[src/rtl/csr_file.sv]
// csr_file: machine-mode CSR file for the RV32I core.
// Handles CSRRW/CSRRS/CSRRC read-modify-write, trap entry and mret, 64-bit
// cycle/instret counters with inhibit, and illegal-access detection.
// Optional feature: define CSR_HPM_EN to build NUM_HPM hardware performance
// counters (mhpmcounter3..) together with their events and inhibit bits.
module csr_file #(
  parameter int          NUM_HPM  = 4,
  parameter int          HPM_W    = 40,
  parameter logic [31:0] MISA_VAL = 32'h4000_0100
) (
  input  logic        clk,
  input  logic        rst_n,
  input  logic [1:0]  csr_op_i,
  input  logic [11:0] csr_addr_i,
  input  logic [31:0] csr_wdata_i,
  output logic [31:0] csr_rdata_o,
  output logic        csr_illegal_o,
  input  logic        trap_i,
  input  logic [31:0] trap_cause_i,
  input  logic [31:0] trap_epc_i,
  input  logic [31:0] trap_val_i,
  input  logic        mret_i,
  input  logic        instret_i,
  input  logic [((NUM_HPM > 0) ? NUM_HPM : 1)-1:0] hpm_evt_i,
  input  logic        irq_ext_i,
  input  logic        irq_timer_i,
  input  logic        irq_soft_i,
  output logic [31:0] trap_pc_o,
  output logic [31:0] mepc_o,
  output logic        int_req_o
);

  localparam int          NH       = (NUM_HPM > 0) ? NUM_HPM : 1;
  localparam logic [31:0] MIE_MASK = 32'h0000_0888;
`ifdef CSR_HPM_EN
  localparam logic [31:0] INH_MASK = 32'h5 | (((32'h1 << NUM_HPM) - 32'h1) << 3);
`else
  localparam logic [31:0] INH_MASK = 32'h5;
`endif

  logic        mstatus_mie_q, mstatus_mpie_q;
  logic [31:0] mie_q, mtvec_q, inhibit_q, mscratch_q, mepc_q, mcause_q, mtval_q;
  logic [63:0] mcycle_q, mcycle_d, minstret_q, minstret_d;

  logic [31:0] mip, mstatus_rd, old_val, new_val;
  logic [63:0] ctr_val;
  logic        impl, ctr_rng, ro_space, wr_en;
  logic [4:0]  cidx;

  // Counter window: B00-B1F/B80-B9F and the C-shadows, minus the x01 (time) slot
  assign cidx     = csr_addr_i[4:0];
  assign ro_space = (csr_addr_i[11:10] == 2'b11);
  assign ctr_rng  = ((csr_addr_i[11:8] == 4'hB) || (csr_addr_i[11:8] == 4'hC)) &&
                    (csr_addr_i[6:5] == 2'b00) && (cidx != 5'd1);

  assign mip        = {20'b0, irq_ext_i, 3'b0, irq_timer_i, 3'b0, irq_soft_i, 3'b0};
  assign mstatus_rd = {19'b0, 2'b11, 3'b0, mstatus_mpie_q, 3'b0, mstatus_mie_q, 3'b0};

`ifdef CSR_HPM_EN
  logic [NH-1:0][63:0] hpm_rd;
`endif

  // Select the 64-bit counter addressed by the low index bits
  always_comb begin
    ctr_val = 64'd0;
    if (cidx == 5'd0)      ctr_val = mcycle_q;
    else if (cidx == 5'd2) ctr_val = minstret_q;
`ifdef CSR_HPM_EN
    for (int g = 0; g < NUM_HPM; g++)
      if (cidx == 5'(g + 3)) ctr_val = hpm_rd[g];
`endif
  end

  // Combinational read of the pre-write value plus implemented-address decode
  always_comb begin
    impl    = 1'b1;
    old_val = 32'd0;
    case (csr_addr_i)
      12'h300: old_val = mstatus_rd;
      12'h301: old_val = MISA_VAL;
      12'h304: old_val = mie_q;
      12'h305: old_val = mtvec_q;
      12'h320: old_val = inhibit_q;
      12'h340: old_val = mscratch_q;
      12'h341: old_val = mepc_q;
      12'h342: old_val = mcause_q;
      12'h343: old_val = mtval_q;
      12'h344: old_val = mip;
      default: begin
        impl = ctr_rng;
        if (ctr_rng) old_val = csr_addr_i[7] ? ctr_val[63:32] : ctr_val[31:0];
      end
    endcase
  end

  // Read-modify-write result before per-register masking
  always_comb begin
    case (csr_op_i)
      2'b10:   new_val = old_val | csr_wdata_i;
      2'b11:   new_val = old_val & ~csr_wdata_i;
      default: new_val = csr_wdata_i;
    endcase
  end

  assign csr_rdata_o   = old_val;
  assign csr_illegal_o = (csr_op_i != 2'b00) &&
                         (!impl || (ro_space && (csr_wdata_i != 32'd0)));
  // A trap or mret in the same cycle flushes the EX instruction entirely.
  // Zero-operand set/clear never writes; RO space never writes.
  assign wr_en = (csr_op_i != 2'b00) && !csr_illegal_o &&
                 !(csr_op_i[1] && (csr_wdata_i == 32'd0)) &&
                 !trap_i && !mret_i && !ro_space;

  // Machine status/trap registers: trap beats mret beats EX write
  always_ff @(posedge clk or negedge rst_n) begin
    if (!rst_n) begin
      mstatus_mie_q  <= 1'b0;
      mstatus_mpie_q <= 1'b0;
      mie_q          <= 32'd0;
      mtvec_q        <= 32'd0;
      inhibit_q      <= 32'd0;
      mscratch_q     <= 32'd0;
      mepc_q         <= 32'd0;
      mcause_q       <= 32'd0;
      mtval_q        <= 32'd0;
    end else if (trap_i) begin
      mepc_q         <= {trap_epc_i[31:2], 2'b00};
      mcause_q       <= trap_cause_i;
      mtval_q        <= trap_val_i;
      mstatus_mpie_q <= mstatus_mie_q;
      mstatus_mie_q  <= 1'b0;
    end else if (mret_i) begin
      mstatus_mie_q  <= mstatus_mpie_q;
      mstatus_mpie_q <= 1'b1;
    end else if (wr_en) begin
      case (csr_addr_i)
        12'h300: begin
          mstatus_mie_q  <= new_val[3];
          mstatus_mpie_q <= new_val[7];
        end
        12'h304: mie_q      <= new_val & MIE_MASK;
        12'h305: mtvec_q    <= new_val & ~32'h2;
        12'h320: inhibit_q  <= new_val & INH_MASK;
        12'h340: mscratch_q <= new_val;
        12'h341: mepc_q     <= {new_val[31:2], 2'b00};
        12'h342: mcause_q   <= new_val;
        12'h343: mtval_q    <= new_val;
        default: ;
      endcase
    end
  end

  // Counter next state: a half-write wins over that cycle's increment
  always_comb begin
    mcycle_d   = inhibit_q[0] ? mcycle_q : mcycle_q + 64'd1;
    minstret_d = (instret_i && !inhibit_q[2]) ? minstret_q + 64'd1 : minstret_q;
    if (wr_en) begin
      case (csr_addr_i)
        12'hB00: mcycle_d   = {mcycle_q[63:32], new_val};
        12'hB80: mcycle_d   = {new_val, mcycle_q[31:0]};
        12'hB02: minstret_d = {minstret_q[63:32], new_val};
        12'hB82: minstret_d = {new_val, minstret_q[31:0]};
        default: ;
      endcase
    end
  end

  // Counter registers
  always_ff @(posedge clk or negedge rst_n) begin
    if (!rst_n) begin
      mcycle_q   <= 64'd0;
      minstret_q <= 64'd0;
    end else begin
      mcycle_q   <= mcycle_d;
      minstret_q <= minstret_d;
    end
  end

`ifdef CSR_HPM_EN
  for (genvar g = 0; g < NUM_HPM; g++) begin : g_hpm
    logic [HPM_W-1:0] cnt_q, cnt_d;
    logic             wr_lo, wr_hi;

    assign wr_lo = wr_en && (csr_addr_i == 12'hB03 + 12'(g));
    assign wr_hi = wr_en && (csr_addr_i == 12'hB83 + 12'(g));

    // Event count with inhibit; a half-write replaces the increment
    always_comb begin
      cnt_d = (hpm_evt_i[g] && !inhibit_q[g+3]) ? cnt_q + HPM_W'(1) : cnt_q;
      if (wr_lo) begin
        cnt_d       = cnt_q;
        cnt_d[31:0] = new_val;
      end
      if (wr_hi) begin
        cnt_d             = cnt_q;
        cnt_d[HPM_W-1:32] = new_val[HPM_W-33:0];
      end
    end

    // HPM counter register
    always_ff @(posedge clk or negedge rst_n) begin
      if (!rst_n) cnt_q <= '0;
      else        cnt_q <= cnt_d;
    end

    assign hpm_rd[g] = 64'(cnt_q);
  end
  for (genvar g = NUM_HPM; g < NH; g++) begin : g_hpm_pad
    assign hpm_rd[g] = 64'd0;
  end
`else
  logic unused_hpm;
  assign unused_hpm = ^{hpm_evt_i, (HPM_W > 0)};
`endif

  // Trap vector: vectored mode offsets interrupts by 4*cause
  always_comb begin
    trap_pc_o = {mtvec_q[31:2], 2'b00};
    if (mtvec_q[0] && trap_cause_i[31])
      trap_pc_o = {mtvec_q[31:2], 2'b00} + {25'd0, trap_cause_i[4:0], 2'b00};
  end

  assign mepc_o    = mepc_q;
  assign int_req_o = mstatus_mie_q & (|(mip & mie_q));

endmodule

[config.mk]
export PLATFORM = sky130hd
export DESIGN_NAME = csr_file
export DESIGN_NICKNAME = d
export VERILOG_FILES = /design/src/rtl/csr_file.sv
export SDC_FILE = /design/constraint.sdc
export NUM_CORES = 1
export LEC_CHECK = 0
export BUFFER_PORTS_ARGS = -buffer_cell sky130_fd_sc_hd__buf_2
export CAP_MARGIN = 20
export CORE_ASPECT_RATIO = 0.7
export CORE_MARGIN = 10
export CORE_UTILIZATION = 60
export DETAILED_ROUTE_END_ITERATION = 6
export PLACE_DENSITY_LB_ADDON = 0.3
export SYNTH_ARGS = -nofsm -noshare
export SYNTH_HDL_FRONTEND = slang
export SYNTH_SLANG_ARGS = --single-unit
[constraint.sdc]
create_clock -name clk -period 4.9 [get_ports clk]
set_input_delay 0.245 -clock clk [delete_from_list [all_inputs] [get_ports clk]]
set_output_delay 0.245 -clock clk [all_outputs]
set_load 0.1 [all_outputs]
==> impl.org <==
** Floorplanning
- CORE AREA :: 29,910 um^2
- Initial standard-cell utilization of the core :: 60.66%
- Measured along the x axis, the die boundary spans 227.8 um.
- Measured along the y axis, the die boundary spans 165.5 um.
- Floorplan row count :: 53
- 252 I/O pins were placed.
- Die Area :: 37,700 um^2

** Timing
- For the pin with the worst max-slew slack, the measured transition is 1.363 ns.
- Rel. slew slack :: 9.145%
- Achievable clock frequency :: 0.2330 GHz
- In the final timing run, aggregate negative setup slack is 0 ns.
- Final critical-path share of the clock period :: 87.58%
- The number of pins exceeding their max-slew limit in the final report is 0.
- The number of hold violations in the final report was 0.
- The clock period could shrink to 4.292 ns.
- Setup repair after global routing left no endpoint under its margin.
- Setup violations remaining at the end of the flow were counted as 0.
- Setup clock skew after layout :: 0.01565 ns

** Synthesis
- Yosys printed 0 warnings.
- For this run, the leading register cell type out of synthesis is sky130_fd_sc_hd__dfrtp_1.
- Sequential-to-total area share from yosys stat :: 40.28%
- Synthesis instantiated 97 different standard cells from the library.
- The synthesized design contains 0 enable-type register cells.
- In this run the cell area of the synthesized design comes to 18,140 um^2.
- Post-synthesis instance total :: 2,091
- The synthesized design contains 292 register bits.
- In the synthesized netlist the async set-or-reset flop fraction comes to 100.0%.
- A synthesized cell averages 8.676 um^2.

** Final layout
- Synthesis-to-finish area growth :: 21.05%
- In the layout the commonest cells are sky130_fd_sc_hd__dfrtp_1, sky130_fd_sc_hd__o21ai_0, sky130_fd_sc_hd__buf_2.
- Once layout is done, the placed cells without fillers occupy 21,960 um^2.
- For this run, the post-layout net count is 2,550.
- Most common cell after layout, fill and taps aside :: sky130_fd_sc_hd__dfrtp_1
- Of the cells placed in the final design, the portion with a size suffix greater than 1 is 17.91%.

** Critical path
- Worst reg2reg setup slack :: 1.55 ns
- The critical path in this run is classified as reg2out.
- The worst setup path is captured at an output port.
- Crit path max fanout :: 7
- Critical path data arrival time :: 4.05 ns
- Data on the critical path is required at its endpoint by 4.66 ns.
- The worst setup path is launched from a flop.

** Route
- Detailed-route wire length per cell :: 28.70 um
- Number of nets with antenna violations after detailed routing :: 0
- Detailed routing placed a total of 13,570 um of wire on met3.
- The final layout contains routed wiring with a total length of 81,360 um.
- For this block, wires on met1 add up to 29,600 um.
- Starting DRC count in detailed routing :: 3,840
- Wire segments on met2 add up to 33,220 um in the final route.
- For this block, the via count after detailed routing is 20.90k.
- In the routed layout, each cell is associated on average with a via count of 7.373.
- The detailed router used layers up to and including met5.
- In the routed design, unresolved DRC markers number 13.
- The first TritonRoute pass finished after 7 iterations.

** Status
- Violated checks :: DRC
- Run status :: finished with violations

** Power and ir drop
- Per report_power, the combinational group accounts for 15.6% of the total.
- Sw Share :: 30.36%
- The share of total power dissipated in sequential elements is 43.7%.
- For this design the total switching power over the nets is 1.867 mW.
- VDD sags by at most 0.2640 mV.
- The internal power of the cells totals 4.282 mW.
- Clk pwr share :: 40.8%
- The analysis attributes to cell leakage a power of 9.254 nW.
- For this design the ratio of total power to cell area is 280.0 nW/um^2.

** Clock tree
- TritonCTS Buffers :: 30
- The clock passes through at most 3 buffers.
- H-tree levels :: 1
- TritonCTS built the clock tree.
- The tree is rooted in a sky130_fd_sc_hd__clkbuf_16.
- Clock Latency Late Sink :: 0.60 ns
- The clock drives 292 sinks.
- Clock-pin slew was measured on the worst setup and hold paths at 0.07 ns.
- The number of gates resized after CTS was 0.

** GRT
- Global routing used 41.48% of the available tracks.
- The number of global-route vias before repair was 19.42k.
- For this run the aggregate overflow at the end of global routing stands at 0.
- Entering global routing, the biggest net connects 116 pins.
- The first global-routing pass estimated 121,200 um of wire.
- Antenna violations before repair :: 10

** Place
- During placement, the flow inserted port buffers numbering 241.
- At the end of routability-driven placement, the weighted congestion stood at 1.046.
- Placed cell area :: 19,890 um^2
- Detailed placement finished with a half-perimeter wire length of 56,340 um.

** Min path
- The worst hold path belongs to the class in2reg.

** Flow run
- # Max-Cap Violations :: 0
-- power by group through the flow --
stage / Sequential [mW] / Combinational [mW] / Clock, mW
finish: 2.68 / 0.957 / 2.51
floorplan: 2.83 / 0.367 / 0
global placement: 2.71 / 0.837 / 0
global route: 2.70 / 1.00 / 2.60
CTS: 2.67 / 0.916 / 2.49
detailed placement: 2.72 / 0.853 / 0
-- repair_timing --
item,in CTS,in global routing
buffers inserted,0,0
hold buffers,95,0
endpoints found under the hold margin,202,0
-- synth_stat cells, types with 8 or more instances --
master                     count  area, um^2
sky130_fd_sc_hd__nor2_1      126       473.0
sky130_fd_sc_hd__nor3_1       37       185.2
sky130_fd_sc_hd__o211ai_1     32       240.2
sky130_fd_sc_hd__nand4_1      49       306.5
sky130_fd_sc_hd__buf_2        48       240.2
sky130_fd_sc_hd__a222oi_1      8       80.08
sky130_fd_sc_hd__or4_1         9       67.56
sky130_fd_sc_hd__nor4_1       30       187.7
sky130_fd_sc_hd__nand2_1     182       683.2
sky130_fd_sc_hd__a22oi_1     164        1231
sky130_fd_sc_hd__xor2_1       18       157.7
sky130_fd_sc_hd__dfrtp_1     292        7307
sky130_fd_sc_hd__clkbuf_1     96       360.4
sky130_fd_sc_hd__nand3_1      78       390.4
sky130_fd_sc_hd__mux2i_1      88       880.8
sky130_fd_sc_hd__o21ai_1      16       80.08
sky130_fd_sc_hd__buf_4         9       67.56
sky130_fd_sc_hd__nor2b_1       9       56.30
sky130_fd_sc_hd__xnor2_1      28       245.2
sky130_fd_sc_hd__a21oi_1     135       675.7
sky130_fd_sc_hd__and4_1       16       140.1
sky130_fd_sc_hd__o21ai_0     256        1281
sky130_fd_sc_hd__a211oi_1     26       195.2
sky130_fd_sc_hd__and3_1       30       187.7
sky130_fd_sc_hd__inv_1        36       135.1
sky130_fd_sc_hd__o22ai_1      31       193.9
sky130_fd_sc_hd__a221oi_1     15       131.4
sky130_fd_sc_hd__and2_1       20       125.1
sky130_fd_sc_hd__or3_1        16       100.1
sky130_fd_sc_hd__a31oi_1      16       100.1
sky130_fd_sc_hd__a21o_1        9       67.56
-- flip-flops by register name (all words and copies together), names as in the netlist --
register,count
mstatus_mpie_q,1
inhibit_q,2
minstret_q,64
mcause_q,32
mcycle_q,64
mscratch_q,32
mstatus_mie_q,1
mtvec_q,31
mie_q,3
mepc_o,30
mtval_q,32
-- through the flow --
step	setup slack (ns)	hold WS (ns)	cells	total power, mW	utilization, %
CTS	0.8104	0.01142	2822	6.076	73.19
detailed placement	1.177	0.3757	2671	3.568	66.51
finish	0.6084	0.02549	2835	6.149	73.43
global placement	1.191	0.3754	2670	3.544	66.46
global route	0.4911	0.03158	2831	6.295	73.39
floorplan	0.1420	-0.05059	2094	3.196	-
-- cell type report --
| class | count | area, um^2 |
|---|---|---|
| antenna | 11 | 27.53 |
| clock buffer | 41 | 863.3 |
| clock inverter | 15 | 183.9 |
| fill | 2206 | 7948 |
| inverter | 38 | 142.6 |
| multi-input combinational | 1603 | 10050 |
| sequential | 292 | 7307 |
| tap | 412 | 515.5 |
| timing repair buffer | 423 | 2873 |
-- layer usage --
metal | global-route usage, % | vias to the layer above
li1 | - | 8570
met1 | 54.61 | 9916
met2 | 60.08 | 2008
met3 | 13.91 | 407
met4 | 21.31 | 2
met5 | 0 | -
-- critical path, cell delays in order (launching register included) --
cell and delay [ns]:
sky130_fd_sc_hd__dfrtp_1 0.43, sky130_fd_sc_hd__ha_1 0.20, sky130_fd_sc_hd__inv_1 0.05, sky130_fd_sc_hd__fa_1 0.42, sky130_fd_sc_hd__nor2b_1 0.12, sky130_fd_sc_hd__o21ai_0 0.10, sky130_fd_sc_hd__a21boi_0 0.47, sky130_fd_sc_hd__o2111a_1 0.64
sky130_fd_sc_hd__nand2_1 0.22, sky130_fd_sc_hd__nor2_1 0.19, sky130_fd_sc_hd__xor2_1 0.16, sky130_fd_sc_hd__buf_2 0.46
-- cell families (layout without fill, tap and decap cells) --
family                     Yosys count  count (layout)  share of synthesized area, %
and+or+nand+nor                    663             663                         19.02
xor gates and xnor gates            46              46                         2.221
adders and majority gates            8               8                        0.5931
buffers and inverters              199             517                         4.745
AOI/OAI and AO/OA                  785             785                         27.52
other                                1              15                       0.02067
muxes                               97              97                         5.600
DFF                                292             292                         40.28
-- final timing paths --
kind	from	to	cells after the start
worst min register to register	mscratch_q[27]	mscratch_q[27]	2
worst max register to register	mcycle_q[0]	mcycle_q[62]	8
worst min-delay path	trap_cause_i[20]	mcause_q[20]	3
min in group asynchronous	rst_n	mepc_o[22]	2
max in group asynchronous	rst_n	minstret_q[39]	3
worst max-delay path	mtvec_q[2]	trap_pc_o[24]	11
No activity file was read; power rests on OpenSTA's default activity.
